$ cat src/rtl/noc_pkg.sv
// Shared definitions for the 3x3 NoC router: port codes, arbiter sizing and state encoding.
package noc_pkg;

  localparam int N_REQ   = 5;
  localparam int GRANT_W = 3;

  localparam logic [GRANT_W-1:0] PORT_N    = 3'd0;
  localparam logic [GRANT_W-1:0] PORT_E    = 3'd1;
  localparam logic [GRANT_W-1:0] PORT_S    = 3'd2;
  localparam logic [GRANT_W-1:0] PORT_W    = 3'd3;
  localparam logic [GRANT_W-1:0] PORT_PE   = 3'd4;
  localparam logic [GRANT_W-1:0] PORT_NONE = 3'd5;

  typedef enum logic {
    ARB_IDLE   = 1'b0,
    ARB_LOCKED = 1'b1
  } arb_state_e;

  // Reduce a small sum (0..9) into the port range 0..4.
  function automatic logic [GRANT_W-1:0] wrap5(input logic [3:0] v);
    return (v >= 4'd5) ? 3'(v - 4'd5) : v[2:0];
  endfunction

endpackage

$ cat src/rtl/rr_pick5.sv
// Combinational round-robin picker: first set request bit scanning prio, prio+1, ... modulo 5.
module rr_pick5
  import noc_pkg::*;
(
  input  logic [N_REQ-1:0]   req,
  input  logic [GRANT_W-1:0] prio,
  output logic [GRANT_W-1:0] win,
  output logic               any
);

  logic [GRANT_W-1:0] cand_idx [N_REQ];
  logic [N_REQ-1:0]   cand_hit;

  generate
    for (genvar gi = 0; gi < N_REQ; gi++) begin : g_cand
      assign cand_idx[gi] = wrap5({1'b0, prio} + 4'(gi));
      assign cand_hit[gi] = (cand_idx[gi] < PORT_NONE) && req[cand_idx[gi]];
    end
  endgenerate

  // Walk from the lowest-priority candidate upward so the nearest hit wins.
  always_comb begin
    win = PORT_NONE;
    for (int k = N_REQ - 1; k >= 0; k--) begin
      if (cand_hit[k]) win = cand_idx[k];
    end
  end

  assign any = |req;

endmodule

$ cat src/rtl/output_port_arbiter.sv
// Per-output-port wormhole arbiter: round-robin grant held from head to tail, one ack per flit moved.
module output_port_arbiter
  import noc_pkg::*;
#(
  parameter int PKT_LEN_MAX = 16
) (
  input  logic               clk,
  input  logic               rst,
  input  logic [N_REQ-1:0]   req,
  input  logic [N_REQ-1:0]   tail,
  input  logic               out_ready,
  output logic [GRANT_W-1:0] grant,
  output logic               enable,
  output logic [N_REQ-1:0]   ack,
  output logic               busy,
  output logic               pkt_err
);

  arb_state_e         state_q;
  logic [GRANT_W-1:0] grant_q;
  logic [GRANT_W-1:0] prio_q;
  logic [7:0]         flit_cnt_q;
  logic [7:0]         flit_cnt_d;
  logic               pkt_err_q;

  logic [N_REQ-1:0]   grant_oh;
  logic [GRANT_W-1:0] win;
  logic               any;
  logic               locked;
  logic               grant_legal;
  logic               tail_sel;
  logic               last_slot;
  logic               xfer;
  logic               release_now;

  rr_pick5 u_pick (
    .req  (req),
    .prio (prio_q),
    .win  (win),
    .any  (any)
  );

  // One-hot of the held grant; all-zero for NONE or an illegal code, which blocks any transfer.
  generate
    for (genvar gi = 0; gi < N_REQ; gi++) begin : g_oh
      assign grant_oh[gi] = (grant_q == 3'(gi));
    end
  endgenerate

  assign locked      = (state_q == ARB_LOCKED);
  assign grant_legal = (grant_q < PORT_NONE);
  assign tail_sel    = |(tail & grant_oh);
  assign xfer        = locked & |(req & grant_oh) & out_ready;
  assign last_slot   = (flit_cnt_q == 8'(PKT_LEN_MAX - 1));
  assign release_now = xfer & (tail_sel | last_slot);
  assign flit_cnt_d  = (flit_cnt_q == 8'hFF) ? flit_cnt_q : flit_cnt_q + 8'd1;

  always_ff @(posedge clk or posedge rst) begin
    if (rst) begin
      state_q    <= ARB_IDLE;
      grant_q    <= PORT_NONE;
      prio_q     <= PORT_N;
      flit_cnt_q <= '0;
      pkt_err_q  <= 1'b0;
    end else begin
      pkt_err_q <= 1'b0;
      case (state_q)
        ARB_IDLE: begin
          if (any) begin
            grant_q    <= win;
            state_q    <= ARB_LOCKED;
            flit_cnt_q <= '0;
          end else begin
            grant_q <= PORT_NONE;
          end
        end
        ARB_LOCKED: begin
          if (!grant_legal) begin
            state_q <= ARB_IDLE;
            grant_q <= PORT_NONE;
          end else if (xfer) begin
            flit_cnt_q <= flit_cnt_d;
            if (release_now) begin
              state_q   <= ARB_IDLE;
              grant_q   <= PORT_NONE;
              prio_q    <= wrap5({1'b0, grant_q} + 4'd1);
              pkt_err_q <= ~tail_sel;
            end
          end
        end
        default: begin
          state_q <= ARB_IDLE;
          grant_q <= PORT_NONE;
        end
      endcase
    end
  end

  assign grant   = grant_q;
  assign enable  = xfer;
  assign ack     = xfer ? grant_oh : '0;
  assign busy    = locked;
  assign pkt_err = pkt_err_q;

endmodule

$ cat config.mk
export PLATFORM = sky130hd
export DESIGN_NAME = output_port_arbiter
export DESIGN_NICKNAME = d
export VERILOG_FILES = /design/src/rtl/noc_pkg.sv /design/src/rtl/rr_pick5.sv /design/src/rtl/output_port_arbiter.sv
export SDC_FILE = /design/constraint.sdc
export NUM_CORES = 1
export LEC_CHECK = 0
export CELL_PAD_IN_SITES_DETAIL_PLACEMENT = 1
export CELL_PAD_IN_SITES_GLOBAL_PLACEMENT = 1
export CORE_MARGIN = 2
export CORE_UTILIZATION = 45
export CTS_CLUSTER_DIAMETER = 80
export DETAILED_ROUTE_END_ITERATION = 6
export PLACE_DENSITY = 0.91
export SYNTH_ARGS = -nofsm -noshare
export SYNTH_HDL_FRONTEND = slang
export SYNTH_SLANG_ARGS = --single-unit
$ cat constraint.sdc
create_clock -name clk -period 6.94 [get_ports clk]
set_input_delay 2.082 -clock clk [delete_from_list [all_inputs] [get_ports clk]]
set_output_delay 2.082 -clock clk [all_outputs]
set_load 0.01 [all_outputs]
## Word level (Yosys, flattened, before mapping)

Index checks and enable logic that the tools add are counted.

- Logic and storage cells: 107
- Register bits: 16
- Output and inout port bits: 11
- Input port bits: 13

- Order comparisons: 17
- Bitwise gates (word level): 8
- Eq/ne operators: 12
- Reductions and logical operators: 12
- Muxes and demuxes: 41
- Add/sub/neg operators: 12

Operators with widths:

| operator | count |
|---|---|
| 3-bit 2-to-1 mux | 15 |
| 8-bit 2-to-1 mux | 4 |
| 4-bit by 3-bit greater-or-equal comparator with 1-bit output, second input constant | 5 |
| 3-bit by 4-bit < comparator with 1-bit output, second input constant | 5 |
| 3-bit < comparator, second input constant | 6 |
| 3-bit subtractor, second input constant | 6 |
| 8-bit one-hot mux with 2 select lines | 1 |
| 1-bit binary-select mux with 3-bit select | 5 |
| 5-bit OR reduction | 3 |
| 1-bit 2-to-1 mux | 13 |
| 5-bit bitwise AND | 2 |
| 3-bit by 1-bit adder with 4-bit output, second input constant | 2 |
| 3-bit by 2-bit adder with 4-bit output, second input constant | 2 |
| 8-bit by 1-bit adder with 8-bit output, second input constant | 1 |
| 8-bit by 4-bit == test with 1-bit output, second input constant | 1 |
| 8-bit == test, second input constant | 1 |
| 4-bit AND reduction | 2 |
| 3-bit by 2-bit == test with 1-bit output, second input constant | 2 |
| 3-bit by 2-bit inequality test with 1-bit output, second input constant | 2 |
| 3-bit one-hot mux with 2 select lines | 1 |
| 1-bit logical AND | 5 |
| 5-bit 2-to-1 mux | 1 |
| 3-bit by 3-bit adder with 4-bit output, second input constant | 1 |
| 2-bit by 1-bit inequality test with 1-bit output, second input constant | 2 |
| 10 further kinds | 14 |

## Longest topological paths before layout

Gate-level depths: netlist (run 1).

- Depth after elaboration: 13
- Depth in mapped cells: 12
- Mapped depth without buffers: 11

## By module

From an unflattened synthesis (run 1), not the netlist that was laid out.

- Cell total of the unflattened synthesis: 284
- Area total of the unflattened synthesis: 2299.7 um^2

Modules (own cells, without submodules):

| module | instances | cells each | area an instance (um^2) | seq. area each (um^2) |
|---|---|---|---|---|
| rr_pick5 | 1 | 159 | 1168.6 | 0.0 |
| output_port_arbiter | 1 | 125 | 1131.1 | 402.9 |

## Worst setup path before layout (run 1)

OpenSTA, ideal clock, no wires.

- Path kind: input -> output
- From: in req[1]
- To: out ack[0]
- Stages on the path: 6
- Setup slack: 1832 ps
- Buffers on the path: 1
- Arrival: 3026 ps
- Required time: 4858 ps
- Path through: buf_6 a222oi_1 o21ai_1 nand3_1 inv_1 and3_1

- Word-level cells in the longest chain between the ends: 5

RTL lines:

| element | line | RTL |
|---|---|---|
| start: declaration | output_port_arbiter.sv:9 | `input logic [N_REQ-1:0] req,` |
| 5-bit bitwise AND | output_port_arbiter.sv:53 | `assign xfer = locked & \|(req & grant_oh) & out_ready;` |
| 5-bit OR reduction | output_port_arbiter.sv:53 |  |
| 1-bit bitwise AND (2 in series) | output_port_arbiter.sv:53 |  |
| net enable | output_port_arbiter.sv:13 | `output logic enable,` |
| 5-bit 2-to-1 mux | output_port_arbiter.sv:101 | `assign ack = xfer ? grant_oh : '0;` |
| end: declaration | output_port_arbiter.sv:14 | `output logic [N_REQ-1:0] ack,` |

The timed path passes the listed nets, and every way through them passes these cells.

## Final worst setup path (run 1)

- From: in req[0]
- To: out ack[2]

- Word-level cells in the longest chain between the ends: 5

RTL lines:

| element | line |
|---|---|
| 5-bit bitwise AND | output_port_arbiter.sv:53 |
| 5-bit OR reduction | output_port_arbiter.sv:53 |
| 1-bit bitwise AND (2 in series) | output_port_arbiter.sv:53 |
| 5-bit 2-to-1 mux | output_port_arbiter.sv:101 |

No other way between the ends.

==> results of run 1 <==
[synthesized netlist by cell type, types with 3 or more instances]
cell type	number
sky130_fd_sc_hd__a21o_1	4
sky130_fd_sc_hd__a21oi_1	18
sky130_fd_sc_hd__a31oi_1	3
sky130_fd_sc_hd__and2_1	4
sky130_fd_sc_hd__and3_1	9
sky130_fd_sc_hd__buf_2	4
sky130_fd_sc_hd__buf_6	4
sky130_fd_sc_hd__clkbuf_1	6
sky130_fd_sc_hd__dfrtp_1	14
sky130_fd_sc_hd__ha_1	16
sky130_fd_sc_hd__inv_1	16
sky130_fd_sc_hd__mux2i_1	8
sky130_fd_sc_hd__nand2_1	16
sky130_fd_sc_hd__nand2b_1	8
sky130_fd_sc_hd__nand3_1	7
sky130_fd_sc_hd__nor2_1	26
sky130_fd_sc_hd__nor2b_1	8
sky130_fd_sc_hd__nor3_1	6
sky130_fd_sc_hd__o2111ai_1	3
sky130_fd_sc_hd__o21ai_0	13
sky130_fd_sc_hd__o32ai_1	3
sky130_fd_sc_hd__or2_2	4
sky130_fd_sc_hd__xnor2_1	4
sky130_fd_sc_hd__xor2_1	4
[cells by family after synthesis]
group                    synth area share
buffers and inverters              0.0760
flip-flops                          0.193
AO/OA/AOI/OAI                       0.257
adder cells (fa/ha/maj)             0.105
multiplexers                       0.0742
XOR/XNOR                           0.0413
AND/OR/NAND/NOR                     0.254
[worst reg2reg max path, delay by kind of cell (launching register included)]
kind	cells	cell delay, ns
compound gates	3	0.52
fa+ha+maj	1	0.68
buf+inv	1	0.34
flops	1	0.68
mux	1	0.69
simple gates	2	0.64
[cell type report]
| class | count | share of cell area |
|---|---|---|
| Inverter | 17 | 0.0270 |
| Multi-Input combinational cell | 215 | 0.648 |
| Tap cell | 52 | 0.0276 |
| Clock buffer | 4 | 0.0233 |
| Timing Repair Buffer | 25 | 0.104 |
| Sequential cell | 16 | 0.171 |
[state kept, by name, indices dropped and copies added, names as in the netlist]
signal	count
busy	1
grant	3
flit_cnt_q	8
pkt_err	1
prio_q	3
[power breakdown]
| part | switching (mW) | leakage [nW] | internal [mW] |
|---|---|---|---|
| clock | 0.0354 | 0.0288 | 0.0504 |
| combinational | 0.594 | 0.815 | 0.420 |
| sequential | 0.0590 | 0.202 | 0.126 |
| total | 0.689 | 1.05 | 0.597 |
[metal layers]
| layer | GRT usage | vias up |
|---|---|---|
| li1 | - | 993 |
| met1 | 0.411 | 984 |
| met2 | 0.400 | 75 |
| met3 | 0.0417 | 7 |
| met4 | 0.0482 | 0 |
| met5 | 0 | - |
[layout by cell type, fill, tap and decap left out, types with 4 or more instances in the layout]
| master | Yosys | layout |
|---|---|---|
| sky130_fd_sc_hd__ha_1 | 16 | 16 |
| sky130_fd_sc_hd__a21oi_1 | 18 | 18 |
| sky130_fd_sc_hd__nand3_1 | 7 | 7 |
| sky130_fd_sc_hd__nand2b_1 | 8 | 8 |
| sky130_fd_sc_hd__nor3_1 | 6 | 6 |
| sky130_fd_sc_hd__xor2_1 | 4 | 4 |
| sky130_fd_sc_hd__dfrtp_1 | 14 | 14 |
| sky130_fd_sc_hd__or2_2 | 4 | 4 |
| sky130_fd_sc_hd__nor2_1 | 26 | 26 |
| sky130_fd_sc_hd__inv_1 | 16 | 16 |
| sky130_fd_sc_hd__mux2i_1 | 8 | 8 |
| sky130_fd_sc_hd__nor2b_1 | 8 | 8 |
| sky130_fd_sc_hd__a21o_1 | 4 | 4 |
| sky130_fd_sc_hd__xnor2_1 | 4 | 4 |
| sky130_fd_sc_hd__and3_1 | 9 | 9 |
| sky130_fd_sc_hd__clkbuf_8 | 0 | 4 |
| sky130_fd_sc_hd__o21ai_0 | 13 | 13 |
| sky130_fd_sc_hd__clkdlybuf4s50_1 | 0 | 23 |
| sky130_fd_sc_hd__nand2_1 | 16 | 16 |
| sky130_fd_sc_hd__and2_1 | 4 | 4 |
[final timing paths]
path,from,end,cells after the start
hold / removal,flit_cnt_q[6],flit_cnt_q[6],1
setup / recovery,req[0],ack[2],7
hold reg to reg,flit_cnt_q[6],flit_cnt_q[6],1
min in group asynchronous,rst,grant[1],2
max in group asynchronous,rst,flit_cnt_q[7],2
setup reg to reg,prio_q[1],grant[1],8
[metrics by stage]
| step | setup WS, ns | util |
|---|---|---|
| CTS | 0.628 | 0.535 |
| finish | 0.637 | 0.535 |
| global placement | 0.754 | 0.522 |
| detailed placement | 0.609 | 0.522 |
| floorplan | 1.83 | - |
| global route | 0.472 | 0.535 |
==> run metrics, run 1 <==
status finished, final reports clean; unrepaired setup endpoints after global routing no; slowest stage delay, CP around 0.7 ns; synth warn 0; type of the most critical hold path flop to flop; Antenna Diode Count 0; CP Max Fanout 11; WL/cell 19.4 um; Mapped Nets 293; summed instance area of the synthesized netlist 2090 um^2; WP buf/inv 3; number of top-level design ports 24; number of inserted filler cells in the final layout between 500 and 600; final cycle utilization of the critical path 0.908; cell at the slowest stage of the critical path sky130_fd_sc_hd__clkdlybuf4s50_1; gate count of the mapped netlist 263; cell area after layout 2360 um^2; peak supply drop 0.228 mV; Final Hold Viols 0; Detail Route met2 WL about 2.7 mm; CP endpoint kind primary output; total of endpoints with negative setup slack in the final report 0; wire length on met1 3.17 mm; Cell Rows 24; Worst-Margin Slew between 0.6 and 0.7 ns; reg-to-reg slack, setup 3.32 ns; Vias 2,059; total die area 5210 um^2; DP Wirelength 4.84 mm; WP data arrival 4.22 ns; share of Yosys cell area claimed by the top area cell type 0.168; post-detailed-route DRC marker count 0; cell type with the largest total area after synthesis sky130_fd_sc_hd__dfrtp_1; cell repeated most along the worst path sky130_fd_sc_hd__clkdlybuf4s50_1; die height between 70 and 80 um; first-pass GRT wire length 10.9 mm; uppermost signal routing layer after detailed routing met4; final instance count without filler cells 329; Cell variety after synth 66; Rel. slew slack 0.560; area post-placement 2310 um^2; critical path launch point type input pin; worst-skew pair later-pin latency approximately 0.25 ns; reported max-cap violation count 0; post-CTS setup repair buffer count 0; CTS Root Cell sky130_fd_sc_hd__clkbuf_8; maximum root-to-sink buffer count 2; total instance count after detailed placement 325; number of clock sinks seen by CTS 16; clk slew on worst S/H paths 0.07 ns; number of flops mapped to enable cells by yosys 0; vias in the first global route 2,161; final hold slack around 0.57 ns; total core area 4410 um^2; dominant cells by area after synthesis sky130_fd_sc_hd__dfrtp_1 (17%), sky130_fd_sc_hd__ha_1 (9.6%), sky130_fd_sc_hd__nor2_1 (4.7%); die boundary width slightly above 70 um; total power draw between 1 and 1.5 mW; post-route antenna net violation count 0; sum of routed wire length over all layers 6.38 mm; total iterations of the first detailed-routing run 4; Period minus WS final between 6 and 7 ns; fraction of registers with async set or reset after synthesis 1.00; Crit path required time slightly below 5 ns; synthesized flop and latch total 16; initial standard-cell utilization of the core 0.474; CTS tree built; number of slew-limit violations in the final report 0; Post-Synthesis Mean Instance Area 7.95 um^2; leakage power summed over all cells 1.05 nW; initial antenna violation count 0; upper clock frequency limit 159 MHz; via-per-instance ratio 6.26; Detailed Route Iter0 Violations 131; All-Layer GR Usage 0.268; GRT overflow 0; number of I/O port buffers 23; total area of multi-input combinational cells 1530 um^2; number of gates resized after CTS 0; synth-to-layout area growth 12.9%; Top FF cell, synth sky130_fd_sc_hd__dfrtp_1; hold buffers post-CTS 0; class of the most critical setup path input pin to primary output; setup tns final 0 ns; largest net degree at the start of global routing 33; power density over the cells 544 nW/um^2; number of buffers inserted during clock tree synthesis 3; fraction of final layout cells sized beyond drive strength 1 0.0758; final clock skew 0.00110 ns; worst-path cell chain clkdlybuf4s50_1, a222oi_1, o21ai_1, nand3_1, inv_1, and3_1, clkdlybuf4s50_1; area taken by flip-flops and latches 403 um^2; net count reported at finish 308; gp weighted congestion 0.944; kind of cell with the highest combined delay on the critical path buffers and inverters; maximum level of the CTS H-tree 1; routed wl met3 413 um; Seq/Total Area, Yosys 0.193
Power figures use the tool's default switching activity.
==> run 2: changes to the inputs <==
Settings changed: CTS_CLUSTER_DIAMETER 80 to not set.
==> results of run 2 <==
Same layout as run 1: the final DEF is identical, and so are final timing and power.
==> run 3: changes to the inputs <==
Settings changed: CORE_UTILIZATION 45 to 46, PLACE_DENSITY 0.91 to 0.93.
==> run metrics, run 3 (synthesis gave the netlist of run 1 again) <==
status finished, final reports clean (unchanged); sum of routed wire length over all layers 6.79 mm (was 6.38 mm); cell area after layout 2360 um^2 (unchanged); Cell Rows 24 (unchanged); CP Max Fanout 11 (unchanged); via-per-instance ratio 6.48 (was 6.26); class of the most critical setup path input pin to primary output (unchanged); fraction of final layout cells sized beyond drive strength 1 0.0758 (unchanged); number of top-level design ports 24 (unchanged); maximum level of the CTS H-tree 1 (unchanged); number of I/O port buffers 23 (unchanged); Crit path required time 4.86 ns (about the same); fin worst setup slack 0.520 ns (was 0.637 ns); Detailed Route Iter0 Violations 100 (was 131); WP buf/inv 3 (unchanged); unrepaired setup endpoints after global routing no (unchanged); largest net degree at the start of global routing 33 (unchanged); Top reg by flops flit_cnt_q (unchanged); CTS tree built (unchanged); total power draw 1.31 mW (was 1.29 mW); total core area 4350 um^2 (was 4410 um^2); vias in the first global route 2,198 (was 2,161); share of total power in the clock network 0.064 (was 0.067); Int Power 598 uW (was 597 uW); number of inserted filler cells in the final layout 527 (was 554); CTS Root Cell sky130_fd_sc_hd__clkbuf_8 (unchanged); worst-skew pair later-pin latency 0.25 ns (about the same); reported max-cap violation count 0 (unchanged); setup tns final 0 ns (unchanged); most frequent cells in the layout sky130_fd_sc_hd__nor2_1 (26), sky130_fd_sc_hd__clkdlybuf4s50_1 (23), sky130_fd_sc_hd__a21oi_1 (18) (unchanged); CP endpoint kind primary output (unchanged); DP Wirelength 5.04 mm (was 4.84 mm); hold buffers post-CTS 0 (unchanged); All-Layer GR Usage 0.281 (was 0.268); die boundary width 71.4 um (was 72.2 um); relative contribution of combinational cells to total power 0.794 (was 0.789); post-detailed-route DRC marker count 0 (unchanged); post-CTS setup repair buffer count 0 (unchanged); flip-flop count of the largest register after layout 8 (unchanged); first-pass GRT wire length 11.4 mm (was 10.9 mm); switching pwr 709 uW (was 689 uW); slowest stage delay, CP 0.71 ns (was 0.68 ns); pre-CTS setup slack 0.615 ns (was 0.609 ns); GRT overflow 0 (unchanged); cell at the slowest stage of the critical path sky130_fd_sc_hd__clkdlybuf4s50_1 (unchanged); Final Hold Viols 0 (unchanged); total instance count after detailed placement 325 (unchanged); Flop pwr share 0.141 (was 0.144); Antenna Diode Count 0 (unchanged); commonest non-fill, non-tap cell in the layout sky130_fd_sc_hd__nor2_1 (unchanged); initial antenna violation count 0 (unchanged); proportion of total power due to net switching 0.542 (was 0.536); total of endpoints with negative setup slack in the final report 0 (unchanged); type of the most critical hold path flop to flop (unchanged); die height 71.4 um (was 72.2 um); number of clock sinks seen by CTS 16 (unchanged); post-route antenna net violation count 0 (unchanged); final core area utilization 0.542 (was 0.535); clk slew on worst S/H paths 0.06 ns (was 0.07 ns); worst-path cell chain clkdlybuf4s50_1, a222oi_1, o21ai_1, nand3_1, inv_1, and3_1, clkdlybuf4s50_1 (unchanged); final cycle utilization of the critical path 0.925 (was 0.908); number of buffers inserted during clock tree synthesis 3 (unchanged); cell repeated most along the worst path sky130_fd_sc_hd__clkdlybuf4s50_1 (unchanged); power density over the cells 553 nW/um^2 (was 544 nW/um^2); initial standard-cell utilization of the core 0.480 (was 0.474); upper clock frequency limit 156 MHz (was 159 MHz); synth-to-layout area growth 12.9% (unchanged); WP data arrival 4.34 ns (was 4.22 ns); kind of cell with the highest combined delay on the critical path buffers and inverters (unchanged); final instance count without filler cells 329 (unchanged); Rel. slew slack 0.579 (was 0.560); gp weighted congestion 0.902 (was 0.944); maximum root-to-sink buffer count 2 (unchanged); critical path launch point type input pin (unchanged); total die area 5100 um^2 (was 5210 um^2); final hold slack 0.551 ns (was 0.565 ns); Worst-Margin Slew 0.631 ns (was 0.659 ns); area post-placement 2310 um^2 (unchanged); WL/cell 20.6 um (was 19.4 um); Vias 2,131 (was 2,059); leakage power summed over all cells 1.05 nW (unchanged); number of slew-limit violations in the final report 0 (unchanged); number of gates resized after CTS 0 (unchanged); net count reported at finish 308 (unchanged); total iterations of the first detailed-routing run 4 (unchanged); Period minus WS final 6.42 ns (was 6.30 ns); final clock skew 0.000985 ns (was 0.00110 ns); peak supply drop 0.271 mV (was 0.228 mV)
-- run 3: cell counts in the layout (fill, tap and decap cells not counted) --
No cell type changed its count.
-- run 3: power groups by stage --
stage | Sequential, mW | Clock [mW] | Combinational [mW]
after global routing | 0.190 | 0.0879 | 1.13
after CTS | 0.183 | 0.0846 | 1.02
after global placement | 0.180 | 0 | 0.962
after floorplan | 0.161 | 0 | 0.757
after detailed placement | 0.183 | 0 | 0.997
final | 0.185 | 0.0839 | 1.04
-- run 3: path summary, 6_finish.rpt --
| kind | start | to | slack, ns | depth (start not counted) |
|---|---|---|---|---|
| worst min register to register | flit_cnt_q[6] | flit_cnt_q[6] | 0.55 | 1 |
| worst max-delay path | req[0] | ack[2] | 0.52 | 7 |
| min in group asynchronous | rst | flit_cnt_q[0] | 2.21 | 2 |
| max in group asynchronous | rst | flit_cnt_q[6] | 4.32 | 2 |
| worst max register to register | prio_q[1] | grant[1] | 3.30 | 8 |
| worst min-delay path | flit_cnt_q[6] | flit_cnt_q[6] | 0.55 | 1 |
-- run 3: per-layer routing --
| layer | routed length (um) | track usage |
|---|---|---|
| met5 | 0 | 0 |
| met4 | 49 | 0.0356 |
| met3 | 457 | 0.0563 |
| met2 | 3150 | 0.454 |
| met1 | 3130 | 0.402 |
-- run 3: area by class of cell --
type | count | area, um^2 | share of cell area
timing repair buffer | 25 | 245 | 0.104
multi-input combinational | 215 | 1530 | 0.648
inverter | 17 | 63.8 | 0.0270
sequential | 16 | 403 | 0.171
clock buffer | 4 | 55.1 | 0.0233
tap | 52 | 65.1 | 0.0276
-- run 3: worst register-to-register path: stages (launching register included) --
cell                       delay [ns]
sky130_fd_sc_hd__dfrtp_1         0.67
sky130_fd_sc_hd__inv_1           0.35
sky130_fd_sc_hd__ha_1            0.69
sky130_fd_sc_hd__mux4_1          0.69
sky130_fd_sc_hd__o21ai_2         0.09
sky130_fd_sc_hd__nand2_2         0.10
sky130_fd_sc_hd__or4b_4          0.55
sky130_fd_sc_hd__a311oi_2        0.26
sky130_fd_sc_hd__a211o_1         0.17
